--- config.mk ---
export PLATFORM = sky130hd
export DESIGN_NAME = psram_word_bridge
export DESIGN_NICKNAME = d
export VERILOG_FILES = /design/src/rtl/psram_word_bridge.sv
export SDC_FILE = /design/constraint.sdc
export NUM_CORES = 1
export LEC_CHECK = 0
export BUFFER_PORTS_ARGS = -buffer_cell sky130_fd_sc_hd__buf_2
export CAP_MARGIN = 20
export CORE_MARGIN = 4
export CORE_UTILIZATION = 51
export DETAILED_ROUTE_END_ITERATION = 7
export HOLD_SLACK_MARGIN = 0.1
export PLACE_DENSITY_LB_ADDON = 0.15
export SYNTH_ARGS = -nofsm -noshare
export SYNTH_HDL_FRONTEND = slang
export SYNTH_SLANG_ARGS = --single-unit
--- constraint.sdc ---
create_clock -name clk -period 2.8 [get_ports clk]
set_clock_uncertainty 0.15 [all_clocks]
set_input_delay 0.28 -clock clk [delete_from_list [all_inputs] [get_ports clk]]
set_output_delay 0.28 -clock clk [all_outputs]
set_load 0.03 [all_outputs]
--- src/rtl/psram_word_bridge.sv ---
// psram_word_bridge: a 32-bit host word port onto a 16-bit PSRAM, with posted writes.
// Queued writes always drain before a pending read fetches its two halfwords, low half first.
module psram_word_bridge #(
  parameter int ADDRESS_BITS  = 23,
  parameter int RD_LATENCY    = 4,
  parameter int WR_FIFO_DEPTH = 4
) (
  input  logic                    clk,
  input  logic                    reset,
  input  logic [ADDRESS_BITS-2:0] host_address,
  input  logic                    host_wr,
  input  logic [31:0]             host_wr_data,
  output logic                    host_wr_ready,
  input  logic                    host_rd,
  output logic                    host_rd_ready,
  output logic [31:0]             host_rd_data,
  output logic                    host_rd_valid,
  output logic [ADDRESS_BITS-1:0] ram_rd_address,
  output logic                    ram_rd_en,
  input  logic                    ram_rd_ack,
  input  logic [15:0]             ram_rd_data,
  output logic [ADDRESS_BITS-1:0] ram_wr_address,
  output logic                    ram_wr_en,
  output logic [15:0]             ram_wr_data,
  input  logic                    ram_wr_ack,
  output logic                    busy
);

  localparam int PW = $clog2(WR_FIFO_DEPTH);
  localparam int CW = $clog2(RD_LATENCY + 1);
  localparam logic [PW:0]   DEPTH_C = WR_FIFO_DEPTH[PW:0];
  localparam logic [CW-1:0] LAT_C   = RD_LATENCY[CW-1:0];

  typedef enum logic [2:0] {
    IDLE, WR_LO, WR_HI, RD_LO, RD_LO_WAIT, RD_HI, RD_HI_WAIT
  } state_t;

  state_t                  state_q, state_d;
  logic [ADDRESS_BITS-2:0] fifo_addr_q [WR_FIFO_DEPTH];
  logic [31:0]             fifo_data_q [WR_FIFO_DEPTH];
  logic [PW-1:0]           wr_ptr_q, wr_ptr_d, rd_ptr_q, rd_ptr_d;
  logic [PW:0]             count_q, count_d;
  logic                    rd_pending_q, rd_pending_d;
  logic [ADDRESS_BITS-2:0] rd_addr_q, rd_addr_d;
  logic [CW-1:0]           cnt_q, cnt_d;
  logic [15:0]             rd_lo_q, rd_lo_d;
  logic [31:0]             host_rd_data_q, host_rd_data_d;
  logic                    host_rd_valid_q, host_rd_valid_d;

  logic                    push, pop, rd_accept, rd_clear, fifo_empty;
  logic [ADDRESS_BITS-2:0] head_addr;
  logic [31:0]             head_data;

  assign fifo_empty    = (count_q == '0);
  assign host_wr_ready = (count_q < DEPTH_C);
  assign host_rd_ready = !rd_pending_q;
  assign push          = host_wr && host_wr_ready;
  assign rd_accept     = host_rd && host_rd_ready;
  assign head_addr     = fifo_addr_q[rd_ptr_q];
  assign head_data     = fifo_data_q[rd_ptr_q];
  assign busy          = (state_q != IDLE) || !fifo_empty || rd_pending_q;
  assign host_rd_data  = host_rd_data_q;
  assign host_rd_valid = host_rd_valid_q;

  // Posted-write storage; unreset because the count gates every use of an entry.
  always_ff @(posedge clk) begin
    if (push) begin
      fifo_addr_q[wr_ptr_q] <= host_address;
      fifo_data_q[wr_ptr_q] <= host_wr_data;
    end
  end

  // FIFO pointers/count and read-request latch.
  always_comb begin
    wr_ptr_d     = push ? wr_ptr_q + 1'b1 : wr_ptr_q;
    rd_ptr_d     = pop  ? rd_ptr_q + 1'b1 : rd_ptr_q;
    count_d      = count_q;
    case ({push, pop})
      2'b10:   count_d = count_q + 1'b1;
      2'b01:   count_d = count_q - 1'b1;
      default: count_d = count_q;
    endcase
    rd_addr_d    = rd_accept ? host_address : rd_addr_q;
    rd_pending_d = rd_pending_q;
    if (rd_clear) begin
      rd_pending_d = 1'b0;
    end else if (rd_accept) begin
      rd_pending_d = 1'b1;
    end else begin
      rd_pending_d = rd_pending_q;
    end
  end

  // Sequencer: next state, RAM strobes and read assembly.
  always_comb begin
    state_d         = state_q;
    cnt_d           = cnt_q;
    rd_lo_d         = rd_lo_q;
    host_rd_data_d  = host_rd_data_q;
    host_rd_valid_d = 1'b0;
    pop             = 1'b0;
    rd_clear        = 1'b0;
    ram_rd_en       = 1'b0;
    ram_rd_address  = '0;
    ram_wr_en       = 1'b0;
    ram_wr_address  = '0;
    ram_wr_data     = 16'h0000;
    case (state_q)
      IDLE: begin
        if (!fifo_empty) begin
          state_d = WR_LO;
        end else if (rd_pending_q) begin
          state_d = RD_LO;
        end else begin
          state_d = IDLE;
        end
      end
      WR_LO: begin
        ram_wr_en      = 1'b1;
        ram_wr_address = {head_addr, 1'b0};
        ram_wr_data    = head_data[15:0];
        state_d        = ram_wr_ack ? WR_HI : WR_LO;
      end
      WR_HI: begin
        ram_wr_en      = 1'b1;
        ram_wr_address = {head_addr, 1'b1};
        ram_wr_data    = head_data[31:16];
        if (ram_wr_ack) begin
          pop     = 1'b1;
          state_d = IDLE;
        end else begin
          state_d = WR_HI;
        end
      end
      RD_LO, RD_HI: begin
        ram_rd_en      = 1'b1;
        ram_rd_address = {rd_addr_q, (state_q == RD_HI)};
        if (ram_rd_ack) begin
          cnt_d   = CW'(1);
          state_d = (state_q == RD_HI) ? RD_HI_WAIT : RD_LO_WAIT;
        end else begin
          state_d = state_q;
        end
      end
      RD_LO_WAIT, RD_HI_WAIT: begin
        if (cnt_q == LAT_C) begin
          cnt_d = '0;
          if (state_q == RD_HI_WAIT) begin
            host_rd_data_d  = {ram_rd_data, rd_lo_q};
            host_rd_valid_d = 1'b1;
            rd_clear        = 1'b1;
            state_d         = IDLE;
          end else begin
            rd_lo_d = ram_rd_data;
            state_d = RD_HI;
          end
        end else if (cnt_q < LAT_C) begin
          cnt_d = cnt_q + 1'b1;
        end else begin
          cnt_d = cnt_q;
        end
      end
      default: state_d = IDLE;
    endcase
  end

  // State and control registers.
  always_ff @(posedge clk or posedge reset) begin
    if (reset) begin
      state_q         <= IDLE;
      wr_ptr_q        <= '0;
      rd_ptr_q        <= '0;
      count_q         <= '0;
      rd_pending_q    <= 1'b0;
      rd_addr_q       <= '0;
      cnt_q           <= '0;
      rd_lo_q         <= 16'h0000;
      host_rd_data_q  <= 32'h0000_0000;
      host_rd_valid_q <= 1'b0;
    end else begin
      state_q         <= state_d;
      wr_ptr_q        <= wr_ptr_d;
      rd_ptr_q        <= rd_ptr_d;
      count_q         <= count_d;
      rd_pending_q    <= rd_pending_d;
      rd_addr_q       <= rd_addr_d;
      cnt_q           <= cnt_d;
      rd_lo_q         <= rd_lo_d;
      host_rd_data_q  <= host_rd_data_d;
      host_rd_valid_q <= host_rd_valid_d;
    end
  end

endmodule

==> reports/qor.txt <==
die height: 160.2 um
sequential power share: 0.404
layout cells sized above 1: 0.4186
Max Freq: 376.8 MHz
Final ANT Viol Nets: 0
Syn-to-layout area delta: 25.35%
Mean Syn Cell Area: 19.54 um2
Synth Instances: 605
Power Dens Cells: 996.6 mW/mm2
initial DRC count: 378
DR vias: 6460
outcome: completed
Synth Cell Area: 0.01182 mm2
die area: 0.02567 mm2
CTS tree: done
IO buf count: 175
ant diodes: 0
peak supply drop: 0.6180 mV
relative slew slack: 0.3861
I/O pins: 176
footprint of the multi-input gates: 0.002982 mm2
TritonCTS Sinks: 301
Final Hold Fails: 0
storage element area: 0.008618 mm2
via/cell ratio: 5.438
register bit total from synthesis: 301
clk_lat worst skew: 540 ps
RSZ-0062 raised after global routing: false
Hold Slack: 222.0 ps
grt ovf: 0
number of global-route vias before repair: 7163
site row count: 55
CTS clk-pin slew, worst paths: 60 ps
EDFF count, synth: 216
Mapped Nets: 689
internal power: 9938 uW
Leak Pwr: 0.005997 uW
Final #Nets: 963
first-pass GRT wire length: 38390 um
commonest non-fill, non-tap cell in the layout: edfxtp_1
critical path peak fanout: 21
ys flop type: edfxtp_1
Netlist cell types: 44
CTS Buf Count: 31
Max clock buf depth: 3
DRC violations left: 0
switching power total: 4827 uW
worst slew pin tran: 920.9 ps
fin crit period: 2654 ps
hpwl dp: 14500 um
ys async rst share: 0.2824
Seq/Total Area, Yosys: 0.7288
Worst EP required: 2370 ps
Util after Layout: 0.6524
Post-Place Worst Slack: 343.6 ps
total negative slack: 0 ps
largest net degree at the start of global routing: 86
Core Area: 0.02271 mm2
count of final setup violators: 0
# Max-Cap Violations: 0
commonest non-fill, non-tap cells in the layout: edfxtp_1 (216), buf_2 (175), dfrtp_1 (83)
Period Utilization, post-route: 0.9478
Critical Path Start Type: flop
Max Transition Viols Final: 0
YS warnings: 0
Power Total: 14770 uW
Die Width: 160.2 um
root buffer cell: clkbuf_16
Clk pwr share: 0.262
Crit Path Class: flop to output pin
# H-tree levels: 1
CP Capture Type: output pin
final wirelength: 23660 um
initial antenna violation count: 0
GRT Overall Usage: 0.1868
Gate power share: 0.334
Final WS setup: 146.2 ps
gp weighted congestion: 0.7389
Pre-antenna DRT Iters: 5
worst hold path type: primary input to asynchronous set/reset pin
Filler cells: 1590
Initial Util: 0.5204
WL/cell: 19.91 um
Sw Share: 0.3269
critical path data arrival time: 2220 ps
## Yosys cell counts (3+ instances only)
library cell	n	area (um2)
clkbuf_1	14	52.55
dfrtp_1	85	2127
buf_2	8	40.04
and2_1	5	31.28
a22o_1	16	140.1
nand3_1	3	15.01
inv_1	15	56.30
nand2b_1	4	25.02
nor3_1	3	15.01
and3_1	22	137.6
xor2_1	3	26.28
ha_1	7	87.58
mux2_2	60	675.7
edfxtp_1	216	6486
o21ai_0	4	20.02
a21oi_1	3	15.01
nor2_1	8	30.03
mux4_2	54	1216
nand2_1	7	26.28
nor2b_1	26	162.7
xnor2_1	4	35.03
buf_4	7	52.55
mux2_4	10	150.1
## critical path, stage by stage (launching register included)
cell,delay (ps)
dfrtp_4,470
buf_12,230
mux4_2,520
a22o_1,270
buf_2,190
## per-layer routing
metal,wire [um],global-route usage
met1,9687,0.2399
met2,12430,0.3341
met4,382,0.04615
met5,0,0
met3,1154,0.03174
## sequential cells by signal (all words and copies together), names as in the netlist
name,flops
cnt_q,3
host_rd_data,32
rd_pending_q,1
state_q,3
count_q,3
fifo_addr_q,88
rd_ptr_q,2
host_rd_valid,1
fifo_data_q,128
rd_lo_q,16
rd_addr_q,22
wr_ptr_q,2
## stage by stage
step           instance area, um2  instances
6_report                    14820       1188
5_1_grt                     14820       1188
4_1_cts                     14820       1188
3_5_place_dp                13080       1054
3_3_place_gp                13080       1054
2_1_floorplan               11820        605
## kinds of logic after synthesis
logic type | count (synthesis) | synth area share
multiplexers | 125 | 0.1736
AO/OA/AOI/OAI | 34 | 0.02234
XOR/XNOR | 7 | 0.005187
buffers and inverters | 46 | 0.01969
AND/OR/NAND/NOR | 84 | 0.04129
flip-flops | 301 | 0.7288
adder cells (fa/ha/maj) | 8 | 0.009104
## cell type report
cell class,instances,share of cell area
Clock inverter,18,0.009712
Inverter,15,0.003885
Clock buffer,39,0.05574
Multi-Input combinational cell,258,0.2012
Timing Repair Buffer,272,0.1236
Tap cell,285,0.02407
Sequential cell,301,0.5817
## path summary, 6_finish.rpt
check                                         start                            to  slack (ps)  cells past startpoint
max reg2reg                  state_q[1]$_DFFE_PP0P_        count_q[2]$_DFFE_PP0P_         340                      8
max in group asynchronous                     reset       rd_ptr_q[0]$_DFFE_PP0P_        1900                      4
min reg2reg                rd_addr_q[6]$_DFFE_PP0P_      rd_addr_q[6]$_DFFE_PP0P_         350                      1
max                         rd_ptr_q[0]$_DFFE_PP0P_                ram_wr_data[1]         150                      4
min in group clk                   host_wr_data[20]  fifo_data_q[1][20]$_DFFE_PP_         340                      2
min                                           reset   host_rd_data[3]$_DFFE_PP0P_         220                      4
## repair_timing
item,CTS,global route
resized for setup,1,0
endpoints found under the hold margin,364,0
endpoints found under the setup margin,27,0
hold buffers,76,0
setup buffers,1,0
## power groups by stage
stage | Sequential, uW | Combinational (uW) | Clock (uW)
5_1_grt | 6050 | 5300 | 4180
2_1_floorplan | 6120 | 3430 | 0
3_5_place_dp | 6090 | 4840 | 0
6_report | 5960 | 4930 | 3870
4_1_cts | 5960 | 5030 | 3960
3_3_place_gp | 6030 | 4790 | 0
(Power assumes the default switching activity.)
